<file path="src/rtl/axi_lite_mem_arbiter_pkg.sv">
// Shared types and constants for the two-master AXI4-Lite memory arbiter.
// Holds the FSM state encoding and the AXI response codes.
package AxiArbPkg;

  typedef enum logic [1:0] {
    IDLE = 2'd0,
    RD   = 2'd1,
    WR   = 2'd2
  } ArbState;

  localparam logic [1:0] RESP_OKAY   = 2'b00;
  localparam logic [1:0] RESP_SLVERR = 2'b10;

endpackage

</file>
<file path="src/rtl/axi_lite_mem_arbiter_rr_arb2.sv">
// Two-input round-robin picker.
// The "last" pointer remembers the previous winner so that a tie goes to the other master.
module rr_arb2 (
  input  logic       clk,
  input  logic       rstn,
  input  logic [1:0] req,
  input  logic       grant_en,
  output logic [1:0] gnt
);

  logic last;

  always_comb begin
    gnt = 2'b00;
    case (req)
      2'b01:   gnt = 2'b01;
      2'b10:   gnt = 2'b10;
      2'b11:   gnt = last ? 2'b01 : 2'b10;
      default: gnt = 2'b00;
    endcase
  end

  // Starts at 1 so master 0 wins the first tie after reset.
  always_ff @(posedge clk) begin
    if (!rstn) begin
      last <= 1'b1;
    end else if (grant_en && (req != 2'b00)) begin
      last <= gnt[1];
    end
  end

endmodule

</file>
<file path="src/rtl/axi_lite_mem_arbiter.sv">
// Serialises the IF (master 0) and MEM (master 1) AXI4-Lite ports onto one RAM slave.
// One transaction in flight at a time; the owner gets pass-through, the other master sees zeros.
module axi_lite_mem_arbiter
  import AxiArbPkg::*;
#(
  parameter int ADDR_W = 64,
  parameter int DATA_W = 64
) (
  input  logic              clk,
  input  logic              rstn,
  input  logic [ADDR_W-1:0] s0_awaddr,
  input  logic              s0_awvalid,
  output logic              s0_awready,
  input  logic [DATA_W-1:0] s0_wdata,
  input  logic [DATA_W/8-1:0] s0_wstrb,
  input  logic              s0_wvalid,
  output logic              s0_wready,
  output logic [1:0]        s0_bresp,
  output logic              s0_bvalid,
  input  logic              s0_bready,
  input  logic [ADDR_W-1:0] s0_araddr,
  input  logic              s0_arvalid,
  output logic              s0_arready,
  output logic [DATA_W-1:0] s0_rdata,
  output logic [1:0]        s0_rresp,
  output logic              s0_rvalid,
  input  logic              s0_rready,
  input  logic [ADDR_W-1:0] s1_awaddr,
  input  logic              s1_awvalid,
  output logic              s1_awready,
  input  logic [DATA_W-1:0] s1_wdata,
  input  logic [DATA_W/8-1:0] s1_wstrb,
  input  logic              s1_wvalid,
  output logic              s1_wready,
  output logic [1:0]        s1_bresp,
  output logic              s1_bvalid,
  input  logic              s1_bready,
  input  logic [ADDR_W-1:0] s1_araddr,
  input  logic              s1_arvalid,
  output logic              s1_arready,
  output logic [DATA_W-1:0] s1_rdata,
  output logic [1:0]        s1_rresp,
  output logic              s1_rvalid,
  input  logic              s1_rready,
  output logic [ADDR_W-1:0] m_awaddr,
  output logic              m_awvalid,
  input  logic              m_awready,
  output logic [DATA_W-1:0] m_wdata,
  output logic [DATA_W/8-1:0] m_wstrb,
  output logic              m_wvalid,
  input  logic              m_wready,
  input  logic [1:0]        m_bresp,
  input  logic              m_bvalid,
  output logic              m_bready,
  output logic [ADDR_W-1:0] m_araddr,
  output logic              m_arvalid,
  input  logic              m_arready,
  input  logic [DATA_W-1:0] m_rdata,
  input  logic [1:0]        m_rresp,
  input  logic              m_rvalid,
  output logic              m_rready,
  output logic [1:0]        grant
);

  localparam int STRB_W = DATA_W / 8;

  ArbState state, state_n;
  logic own, aw_done, w_done, ar_done;
  logic [1:0] req, gnt;
  logic grant_en;

  logic [ADDR_W-1:0] o_awaddr, o_araddr;
  logic [DATA_W-1:0] o_wdata;
  logic [STRB_W-1:0] o_wstrb;
  logic o_awvalid, o_wvalid, o_bready, o_arvalid, o_rready;
  logic aw_rdy, w_rdy, ar_rdy, b_fwd, r_fwd;

  assign req = {s1_awvalid | s1_arvalid, s0_awvalid | s0_arvalid};

  rr_arb2 u_rr (
    .clk      (clk),
    .rstn     (rstn),
    .req      (req),
    .grant_en (grant_en),
    .gnt      (gnt)
  );

  assign o_awaddr  = own ? s1_awaddr  : s0_awaddr;
  assign o_awvalid = own ? s1_awvalid : s0_awvalid;
  assign o_wdata   = own ? s1_wdata   : s0_wdata;
  assign o_wstrb   = own ? s1_wstrb   : s0_wstrb;
  assign o_wvalid  = own ? s1_wvalid  : s0_wvalid;
  assign o_bready  = own ? s1_bready  : s0_bready;
  assign o_araddr  = own ? s1_araddr  : s0_araddr;
  assign o_arvalid = own ? s1_arvalid : s0_arvalid;
  assign o_rready  = own ? s1_rready  : s0_rready;

  // Downstream side: only the owner's channels pass through, each gated by its done flag.
  always_comb begin
    m_awaddr  = '0;
    m_awvalid = 1'b0;
    m_wdata   = '0;
    m_wstrb   = '0;
    m_wvalid  = 1'b0;
    m_bready  = 1'b0;
    m_araddr  = '0;
    m_arvalid = 1'b0;
    m_rready  = 1'b0;
    aw_rdy    = 1'b0;
    w_rdy     = 1'b0;
    ar_rdy    = 1'b0;
    b_fwd     = 1'b0;
    r_fwd     = 1'b0;
    case (state)
      RD: begin
        m_araddr  = o_araddr;
        m_arvalid = o_arvalid & ~ar_done;
        ar_rdy    = m_arready & ~ar_done;
        r_fwd     = ar_done;
        m_rready  = ar_done & o_rready;
      end
      WR: begin
        m_awaddr  = o_awaddr;
        m_awvalid = o_awvalid & ~aw_done;
        aw_rdy    = m_awready & ~aw_done;
        m_wdata   = o_wdata;
        m_wstrb   = o_wstrb;
        m_wvalid  = o_wvalid & ~w_done;
        w_rdy     = m_wready & ~w_done;
        b_fwd     = aw_done & w_done;
        m_bready  = aw_done & w_done & o_bready;
      end
      default: ;
    endcase
  end

  // Upstream side: demux towards the owner, zeros towards the other master.
  always_comb begin
    s0_awready = ~own & aw_rdy;
    s1_awready =  own & aw_rdy;
    s0_wready  = ~own & w_rdy;
    s1_wready  =  own & w_rdy;
    s0_arready = ~own & ar_rdy;
    s1_arready =  own & ar_rdy;
    s0_bvalid  = ~own & b_fwd & m_bvalid;
    s1_bvalid  =  own & b_fwd & m_bvalid;
    s0_bresp   = (~own & b_fwd) ? m_bresp : RESP_OKAY;
    s1_bresp   = ( own & b_fwd) ? m_bresp : RESP_OKAY;
    s0_rvalid  = ~own & r_fwd & m_rvalid;
    s1_rvalid  =  own & r_fwd & m_rvalid;
    s0_rresp   = (~own & r_fwd) ? m_rresp : RESP_OKAY;
    s1_rresp   = ( own & r_fwd) ? m_rresp : RESP_OKAY;
    s0_rdata   = (~own & r_fwd) ? m_rdata : '0;
    s1_rdata   = ( own & r_fwd) ? m_rdata : '0;
  end

  assign grant = (state == IDLE) ? 2'b00 : {own, ~own};

  always_comb begin
    state_n  = state;
    grant_en = 1'b0;
    case (state)
      IDLE: begin
        if (req != 2'b00) begin
          grant_en = 1'b1;
          state_n  = (gnt[1] ? s1_awvalid : s0_awvalid) ? WR : RD;
        end
      end
      RD: if (m_rvalid && m_rready) state_n = IDLE;
      WR: if (m_bvalid && m_bready) state_n = IDLE;
      default: state_n = IDLE;
    endcase
  end

  always_ff @(posedge clk) begin
    if (!rstn) begin
      state   <= IDLE;
      own     <= 1'b0;
      aw_done <= 1'b0;
      w_done  <= 1'b0;
      ar_done <= 1'b0;
    end else begin
      state <= state_n;
      if (grant_en) own <= gnt[1];
      // Flags are only ever set inside their own state and cleared by that state's response.
      if (state == RD) begin
        if (m_rvalid && m_rready)        ar_done <= 1'b0;
        else if (m_arvalid && m_arready) ar_done <= 1'b1;
      end
      if (state == WR) begin
        if (m_bvalid && m_bready) begin
          aw_done <= 1'b0;
          w_done  <= 1'b0;
        end else begin
          if (m_awvalid && m_awready) aw_done <= 1'b1;
          if (m_wvalid && m_wready)   w_done  <= 1'b1;
        end
      end
    end
  end

endmodule
</file>
<file path="config.mk">
export PLATFORM = sky130hd
export DESIGN_NAME = axi_lite_mem_arbiter
export DESIGN_NICKNAME = d
export VERILOG_FILES = /design/src/rtl/axi_lite_mem_arbiter_pkg.sv /design/src/rtl/axi_lite_mem_arbiter_rr_arb2.sv /design/src/rtl/axi_lite_mem_arbiter.sv
export SDC_FILE = /design/constraint.sdc
export NUM_CORES = 1
export LEC_CHECK = 0
export CAP_MARGIN = 25
export CORE_AREA = 4 4 324 326
export DETAILED_ROUTE_END_ITERATION = 8
export DIE_AREA = 0 0 328 330
export HOLD_SLACK_MARGIN = 0.15
export PLACE_DENSITY_LB_ADDON = 0.3
export SETUP_SLACK_MARGIN = 0.05
export SYNTH_ARGS = -nofsm -noshare
export SYNTH_HDL_FRONTEND = slang
export SYNTH_SLANG_ARGS = --single-unit
</file>
<file path="constraint.sdc">
create_clock -name clk -period 3.2 [get_ports clk]
set_input_delay 0.64 -clock clk [delete_from_list [all_inputs] [get_ports clk]]
set_output_delay 0.64 -clock clk [all_outputs]
set_load 0.01 [all_outputs]
</file>
---- Word level (Yosys, flattened, before mapping) ----
Index checks and enable logic that the tools add are counted.
word-level totals
  flip-flop bits (word level) ............. 7
  bits of input ports ..................... 485
  output and inout port bits .............. 353
operators by class
  bitwise gates (word level) .............. 29
  equality and inequality tests ........... 8
  reduce and logical (&&, ||, !) cells .... 15
  multiplexer cells ....................... 46
operators by type and width
  operator                                              count
  2-to-1 mux 64 bit                                     8
  2-to-1 mux 1 bit                                      24
  bitwise AND 1 bit                                     23
  2-to-1 mux 2 bit                                      10
  2-to-1 mux 8 bit                                      2
  case mux 2 bit (3 select lines)                       2
  nonzero test 2 bit                                    4
  equality test 2 bit (second input constant)           3
  logical AND 1 bit                                     6
  AND reduction 2 bit                                   3
  equality test 2 x 1 -> 1 bit (second input constant)  2
  != test 2 x 1 -> 1 bit (second input constant)        2
  inverter 1 bit                                        4
  AND reduction 3 bit                                   1
  logical NOT 2 bit                                     1
  != test 2 bit (second input constant)                 1
  OR 1 bit                                              2

---- Longest topological paths before layout ----
Gate-level depths: netlist (run 1).
  depth after elaboration ................. 7
  depth in mapped cells ................... 5
  gate-level depth less buffers ........... 3

---- Hierarchy ----
A second synthesis (run 1) with hierarchy kept.
second synthesis, totals
  cells, all modules ...................... 675
  area total of the unflattened synthesis .. 4558.1 µm²
modules (own cells, without submodules)
  module                times used  sequential area each (µm²)  area an instance (µm²)  cells an instance
  axi_lite_mem_arbiter  1           120.1                       4499.3                  668
  rr_arb2               1           20.0                        58.8                    7

---- Worst setup path after synthesis (run 1) ----
No wires, ideal clock.
  path kind ............................... reg2out
  from .................................... register own
  to ...................................... output port s0_arready
  path buffers ............................ 3
  required time ........................... 2560 ps
  arrival time ............................ 1274 ps
  slack ................................... 1286 ps
  stages on the path, launching flop included .. 5
  path through ............................ dfxtp_1 > buf_4 > buf_2 > buf_2 > nor4b_1
between the ends
  longest elaborated chain between the ends .. 2
RTL lines
  element                 RTL line                     text
  start, declared         axi_lite_mem_arbiter.sv:68   logic own, aw_done, w_done, ar_done;
  start signal, assigned  axi_lite_mem_arbiter.sv:184  if (grant_en) own <= gnt[1];
  inverter 1 bit          axi_lite_mem_arbiter.sv:143  s0_arready = ~own & ar_rdy;
  bitwise AND 1 bit       axi_lite_mem_arbiter.sv:143
  end, declared           axi_lite_mem_arbiter.sv:23   output logic s0_arready,
Every way passes these cells.

---- Final worst setup path (run 1) ----
  from .................................... input port m_awready
  to ...................................... output port s0_awready
between the ends
  longest elaborated chain between the ends .. 3
RTL lines
  element            RTL line                     text
  start, declared    axi_lite_mem_arbiter.sv:47   input logic m_awready,
  bitwise AND 1 bit  axi_lite_mem_arbiter.sv:125  aw_rdy = m_awready & ~aw_done;
  2-to-1 mux 1 bit   axi_lite_mem_arbiter.sv:114  case (state)
  bitwise AND 1 bit  axi_lite_mem_arbiter.sv:139  s0_awready = ~own & aw_rdy;
  end, declared      axi_lite_mem_arbiter.sv:13   output logic s0_awready,
Every way passes these cells.

==> flow_summary.ini, run 1 <==
[yosys]
ys_seq_area_share_pct = 3.103
synth_area_leader_cell = mux2i_1
yosysWarnings = 0
syn_area_um2 = 4516
synthTopCellsByArea = mux2i_1 45%, and2_1 18%, nor2_1 18%
synth-seq-cells = 7
synthCells = 668
synth_top_area_share_pct = 45.00
synthesis.nets = 1153
synthDistinctLibCells = 35
avgSynthCellArea_um2 = 6.760

[setup_path]
start_kind = input pin
crit_chain = clkdlybuf4s50_1 -> nor4b_1 -> clkdlybuf4s50_1
cp.arrival_ps = 2310
slowest_stage = clkdlybuf4s50_1
cpPeakStageDelay_ps = 640
cp_common_cell = clkdlybuf4s50_1
crit_path_max_fanout = 3
critPathRequiredTime_ps = 2560
critPathKind = input pin to primary output
end_kind = primary output

[cells_and_area]
area_growth_pct = 227.7
multi_input_area_um2 = 4011
fillers = 11650
final_common_cell = clkdlybuf4s50_1
final_cell_mix = 824 x clkdlybuf4s50_1, 210 x nor2_1, 203 x mux2i_1
fin_util_pct = 14.54
seq_area_um2 = 143.9
nets = 1969
drive_above_1_share_pct = 3.978

[grt]
grt_usage_pct = 10.95
antenna_found_initial = 35
grt_start_max_net_pins = 64
overflow = 0
grt_pass1_vias = 8367
grt_pass1_wl_mm = 80.06

[floorplanning]
die-area_um2 = 108200
start_util_pct = 4.438
die_h_um = 330
die_x_um = 328
io_pins = 838
fp.coreArea_um2 = 101700
rows = 117

[clock_network]
path_clk_slew_ps = 40
cts_buffers = 3
cts_tree = yes
htreeDepth = 1
cts.repair.resized = 0
post-cts-setup-buffers = 0
cts_buffer_depth = 2
clock_sinks = 7
clkLatencyLatePin_ps = 240
clk_root_buffer_cell = clkbuf_16
hold_buffers = 0

[drt]
routed_via_density = 2.786
antenna_left = 0
first_iter_violations = 251
routed_wl_mm = 63.75
wl_per_cell_um = 22.30
route.detailed.drc = 0
vias = 7964
dr.pass1.iters = 4

[sta]
slew_viol_final = 0
skew_ps = 1.309
setup_violations = 0
final_hold_viol_count = 0
grt_setup_unrepaired = no
timing.fmax_mhz = 339.1
worstMarginPinSlew_ps = 536.4
setup-tns-final_ps = 0
min_period_over_period_pct = 92.16
slew_headroom_pct = 63.74
fin_crit_ps = 2949

[placement]
routabilityCongestion = 0.8153
portBuffers = 837
dp_hpwl_mm = 57.92

[power_and_ir_drop]
ir_drop_v = 0.0001226
leakage_nw = 4.909
cellPowerDensity_nw_per_um2 = 247.2

[min_path]
hp-class = flop to flop

[job]
drv_cap = 0

[run_status]
status = finished, final reports clean
[routing by layer]
layer | GRT usage [%] | vias to the layer above | share of wire, %
li1 | - | 3859 | -
met1 | 14.13 | 3551 | 44
met2 | 17.44 | 491 | 45
met3 | 4.765 | 47 | 10
met4 | 1.201 | 16 | 0.79
met5 | 0 | - | 0.16
[flip-flops by register name (all words and copies together), names as in the netlist]
signal / count
u_rr.last: 1
state: 2
w_done: 1
aw_done: 1
own: 1
ar_done: 1
[through the flow]
stage	setup WS, ps	hold WS, ps	cell area, um2	total power [mW]	cells
final	251.0	554.2	14800	3.658	2859
after global routing	156.2	585.9	14780	3.914	2852
after CTS	257.6	554.7	14780	3.746	2851
after detailed placement	286.9	541.7	14700	3.488	2847
after global placement	258.8	548.7	14700	3.516	2847
after floorplan	1286	497.9	4516	1.410	668
[worst max-delay path, delay by kind of cell]
family,cells,cell delay (ps)
buffers and inverters,2,1180
AND/OR/NAND/NOR,1,480
[final cells by class]
class,count,area share [%]
repair buffers,873,59.58
multi-input cells,595,27.11
well taps,1368,11.57
flip-flops and latches,7,0.9724
clock buffers,3,0.5073
diodes,8,0.1353
inverters,4,0.1015
clock inverters,1,0.03382
[worst paths after layout]
kind	from	to	slack [ps]	cells after the start
setup / recovery	m_awready	s0_awready	250	3
hold / removal	u_rr.last	u_rr.last	550	1
setup reg to reg	own	state[1]	1540	5
hold reg to reg	u_rr.last	u_rr.last	550	1
[Yosys cell counts]
cell        n
nor2_1    211
mux2i_1   203
and2_1    133
buf_4      29
buf_2      25
clkbuf_1    8
dfxtp_1     7
inv_1       4
nand2_1     4
nand3_1     4
and3_1      3
nor2b_1     3
nor3b_1     3
nor4b_1     3
o31ai_1     3
a21oi_1     2
nand2b_1    2
nor3_1      2
o211ai_1    2
o21ai_0     2
a21boi_0    1
a21boi_1    1
a41o_1      1
and4b_1     1
mux2_1      1
mux2_2      1
nand3b_1    1
nor4_1      1
o21ba_1     1
o22ai_1     1
o311a_1     1
o32a_1      1
o41ai_1     1
or3_1       1
or4_1       1
[power by group]
group / internal, mW / switching, mW / total (mW)
Sequential: 0.104 / 0.0325 / 0.137
Combinational: 1.81 / 1.48 / 3.29
Clock: 0.165 / 0.0629 / 0.228
[logic make-up after synthesis]
logic type,count (synthesis),synth area share [%]
AO/OA/AOI/OAI,17,2.826
buffers and inverters,66,8.590
flip-flops,7,3.103
multiplexers,205,45.50
AND/OR/NAND/NOR,373,39.98
Note: power is estimated with default switching activity, not from simulation.
==> run 2: changes to the inputs <==
--- a/config.mk
+++ b/config.mk
@@ -6,9 +6,9 @@
 export NUM_CORES = 1
 export LEC_CHECK = 0
 export CAP_MARGIN = 25
-export CORE_AREA = 4 4 324 326
+export CORE_AREA = 2 2 322 324
 export DETAILED_ROUTE_END_ITERATION = 8
-export DIE_AREA = 0 0 328 330
+export DIE_AREA = 0 0 324 326
 export HOLD_SLACK_MARGIN = 0.15
 export PLACE_DENSITY_LB_ADDON = 0.3
 export SETUP_SLACK_MARGIN = 0.05
==> run 2 against run 1 <==
Effect of this change:
- maximum frequency is 1.7% lower
- cell count increased by 0.42%
- register-to-register slack about the same
- total power decreased by 2.8%
- clock power down 5%
- via count shrank 0.44%
- final area barely moved
- wire length shrank 6.0%
- combinational power shrank 3%
- count of clock-buffer cells in the layout did not move
- die area down 2.4%
- critical path type unchanged
- largest cell class unchanged
- largest power group unchanged
==> flow_summary.ini, run 2 (same netlist as run 1, synthesis figures left out) <==
[drt]
routed_wl_mm = 59.95
route.detailed.drc = 0
first_iter_violations = 222
vias = 7929
routed_via_density = 2.762
dr.pass1.iters = 4
antenna_left = 0
wl_per_cell_um = 20.88

[sta]
fin_crit_ps = 3001
min_period_over_period_pct = 93.77
slew_viol_final = 0
grt_setup_unrepaired = no
setup_violations = 0
setup-tns-final_ps = 0
slew_headroom_pct = 56.74
final_hold_viol_count = 0
timing.fmax_mhz = 333.3
worstMarginPinSlew_ps = 648.9
skew_ps = 1.050

[setup_path]
critPathRequiredTime_ps = 2560
start_kind = input pin
critPathKind = input pin to primary output
end_kind = primary output
cp.arrival_ps = 2360
crit_path_start = s1_awvalid
crit_path_max_fanout = 6
r2r-start = own

[cells_and_area]
drive_above_1_share_pct = 3.502
final_cell_mix = 834 x clkdlybuf4s50_1, 210 x nor2_1, 203 x mux2i_1
fin_util_pct = 14.42
fin_area_um2 = 14800
fin_cells = 2871
final_common_cell = clkdlybuf4s50_1
nets = 1971
largest_reg_flops = 2
area_growth_pct = 227.7
regMostFlops = state

[floorplanning]
rows = 118
die_x_um = 324
fp.coreArea_um2 = 102600
io_pins = 838
start_util_pct = 4.401
die-area_um2 = 105600
die_h_um = 326

[clock_network]
cts_buffers = 3
clock_sinks = 7
htreeDepth = 1
cts_buffer_depth = 2
post-cts-setup-buffers = 0
clkLatencyLatePin_ps = 230
clk_root_buffer_cell = clkbuf_16
hold_buffers = 0
path_clk_slew_ps = 40
cts_tree = yes

[power_and_ir_drop]
cellPowerDensity_nw_per_um2 = 240.3
leakage_nw = 4.897
ir_drop_v = 0.0001273
total_power_mw = 3.556

[grt]
overflow = 0
grt_pass1_vias = 8067
grt_start_max_net_pins = 67
grt_usage_pct = 10.53
grt_pass1_wl_mm = 75.07
antenna_found_initial = 39

[placement]
dpl_cell_area_um2 = 14690
routabilityCongestion = 0.7913
dp_cells = 2861
portBuffers = 837
dp_hpwl_mm = 54.01

[run_status]
status = finished, final reports clean

[job]
drv_cap = 0

[min_path]
hp-start = u_rr.last
hp-class = flop to flop
run 2: power breakdown:
part	switching [mW]	leakage [nW]	internal, mW
clock	0.0522	0.0409	0.164
combinational	1.40	4.80	1.79
sequential	0.0415	0.0582	0.104
total	1.49	4.90	2.06
run 2: critical path, cell delays in order:
cell and delay (ps):
clkdlybuf4s50_1 650, mux2_2 280, and3_1 220, clkdlybuf4s50_1 560
run 2: final cells by class:
type                       count  area, um2
clock buffer                   3      75.07
timing repair buffer         875       8798
tap                         1380       1727
sequential                     7      143.9
inverter                       4      15.01
multi-input combinational    595       4018
clock inverter                 1      5.005
fill                       11780      87810
antenna                        6      15.01
run 2: final timing paths:
check         endpoint  slack (ps)  depth (start not counted)
max          m_awvalid         200                          4
min          u_rr.last         540                          1
max reg2reg   state[1]        1550                          4
min reg2reg  u_rr.last         540                          1
run 2: what timing repair did:
item / 4_1_cts / 5_1_grt
resized for setup: 1 / 2
endpoints found under the setup margin: 1 / 2
endpoints found under the hold margin: 0 / 0
run 2: through the flow:
stage          setup WS [ps]  hold WS [ps]
2_1_floorplan           1286         497.9
3_3_place_gp           93.01         538.0
3_5_place_dp           87.58         535.4
4_1_cts                135.6         545.8
5_1_grt                73.99         577.1
6_report               199.4         542.4
run 2: layer usage:
metal	track usage, %	share of wire [%]
met1	13.70	43
met4	0.5636	0.84
met2	16.78	44
met5	0	0.27
met3	4.501	12
==> run 3: changes to the inputs <==
--- a/config.mk
+++ b/config.mk
@@ -5,10 +5,11 @@
 export SDC_FILE = /design/constraint.sdc
 export NUM_CORES = 1
 export LEC_CHECK = 0
-export CAP_MARGIN = 25
-export CORE_AREA = 2 2 322 324
+export ABC_AREA = 1
+export CAP_MARGIN = 20
+export CORE_AREA = 2 2 325 327
 export DETAILED_ROUTE_END_ITERATION = 8
-export DIE_AREA = 0 0 324 326
+export DIE_AREA = 0 0 327 329
 export HOLD_SLACK_MARGIN = 0.15
 export PLACE_DENSITY_LB_ADDON = 0.3
 export SETUP_SLACK_MARGIN = 0.05
==> run 3 against run 2 <==
Effect of this change:
- clock skew up 3.4 ps
- total power down 11%
- critical path depth up 2
- global-route usage up 0.95 points
- register-to-register slack better by 60 ps
- cell count up 11%
- core utilization down 0.47 points
- sequential share of layout area about the same
- clock power up 4%
- critical path type unchanged
- largest cell class unchanged
==> flow_summary.ini, run 3 <==
[yosys]
yosysWarnings = 0
synthesis.nets = 1474
synth_edf_count = 0
avgSynthCellArea_um2 = 4.387
ys.flop_type = dfxtp_1
synthTopCellsByArea = nand2_1 38%, a21oi_1 24%, nor2_1 14%
synth_top_area_share_pct = 37.72
async_flop_share_pct = 0
syn_area_um2 = 4339
synth-seq-cells = 7
synthTopCellsByCount = 436 x nand2_1, 205 x a21oi_1, 158 x nor2_1
synthCells = 989
synth_area_leader_cell = nand2_1
synthDistinctLibCells = 16
synth_most_common_cell = nand2_1
ys_seq_area_share_pct = 3.230

[clock_network]
path_clk_slew_ps = 40
htreeDepth = 1
clk_root_buffer_cell = clkbuf_16
clock_sinks = 7
cts_tree = yes
cts_buffers = 3
clkLatencyLatePin_ps = 240
cts_buffer_depth = 2

[cells_and_area]
fin_area_um2 = 14560
nets = 2282
fin_cells = 3189
fillers = 12180
largest_reg_flops = 2
final_common_cell = clkdlybuf4s50_1
final_cell_mix = 830 x clkdlybuf4s50_1, 433 x nand2_1, 205 x a21oi_1
fin_util_pct = 13.95
seq_area_um2 = 143.9
area_growth_pct = 235.5
multi_input_area_um2 = 3359
regMostFlops = state
drive_above_1_share_pct = 3.731

[placement]
dp_hpwl_mm = 60.14
portBuffers = 837
dpl_cell_area_um2 = 14470
dp_cells = 3183
routabilityCongestion = 0.7957
dp_worst_setup_slack_ps = 183.7

[power_and_ir_drop]
p_sw_share_pct = 45.93
seqPwrFrac_pct = 4.1
combPwrFrac_pct = 88.7
switching_power_mw = 1.450
intPower_mw = 1.707
leakage_nw = 5.580
cellPowerDensity_nw_per_um2 = 216.9
total_power_mw = 3.158
ir_drop_v = 0.0001681
pwr-share-clk_pct = 7.1

[drt]
antenna_left = 0
wl_per_cell_um = 20.71
route.detailed.drc = 0
dr.pass1.iters = 5
first_iter_violations = 361
routed_via_density = 2.972
vias = 9479
routed_wl_mm = 66.03

[grt]
grt_pass1_wl_mm = 85.01
antenna_found_initial = 44
grt_start_max_net_pins = 68
grt_usage_pct = 11.48
overflow = 0
grt_pass1_vias = 9699

[sta]
min_period_over_period_pct = 92.26
fin_hold_ws_ps = 487.3
skew_ps = 4.407
slew_viol_final = 0
final_hold_viol_count = 0
setup-tns-final_ps = 0
grt_setup_unrepaired = no
timing.fmax_mhz = 338.7
slew_headroom_pct = 72.50
fin_crit_ps = 2952
worstMarginPinSlew_ps = 412.5
fin_ws_ps = 247.7
setup_violations = 0

[floorplanning]
rows = 119
die-area_um2 = 107600
die_x_um = 327
io_pins = 838
start_util_pct = 4.157
die_h_um = 329
fp.coreArea_um2 = 104400

[setup_path]
cp.arrival_ps = 2310
critPathKind = input pin to primary output
end_kind = primary output
start_kind = input pin
crit_path_max_fanout = 2
critPathRequiredTime_ps = 2560

[job]
drv_cap = 0

[run_status]
status = finished, final reports clean

[min_path]
hp-class = flop to flop
[run 3: what timing repair did]
action	in CTS	in global routing
setup endpoints to repair	0	1
gates resized for setup	0	1
setup buffers	0	0
hold buffers	0	0
[run 3: path summary, 6_finish.rpt]
check / from / endpoint / slack, ps / depth (start not counted)
max: s1_rready / m_rready / 250 / 6
min reg2reg: u_rr.last / u_rr.last / 490 / 2
max reg2reg: own / state[1] / 1610 / 8
min: u_rr.last / u_rr.last / 490 / 2
[run 3: per-layer routing]
metal	track usage [%]	routed length, um
met1	15.31	29850
met2	18.93	29930
met3	3.547	5514
met4	0.6183	633
met5	0	103
[run 3: power by group through the flow]
stage	Clock, mW	Combinational, mW	Sequential, mW
after floorplan	0	1.07	0.108
after global placement	0	2.86	0.131
after detailed placement	0	2.85	0.131
after CTS	0.226	2.87	0.130
after global routing	0.234	3.05	0.133
final	0.225	2.80	0.130
[run 3: final cells by class]
class,count,share of cell area [%]
well taps,1391,11.96
flip-flops and latches,7,0.9884
repair buffers,886,61.16
inverters,85,2.243
diodes,2,0.03438
clock buffers,4,0.5415
multi-input cells,814,23.08
[run 3: worst max-delay path: stages]
cell             delay [ps]
clkdlybuf4s50_1         590
nand2_1                 150
nand2_1                 150
nand2_1                  90
nor2_1                  100
clkdlybuf4s50_1         580
[run 3: cell families (layout without fill, tap and decap cells)]
group	Yosys count	after routing	synth area share, %
flip-flops	7	7	3.229
AND/OR/NAND/NOR	605	605	52.77
AO/OA/AOI/OAI	209	209	24.13
other	0	2	0
buffers and inverters	168	975	19.87
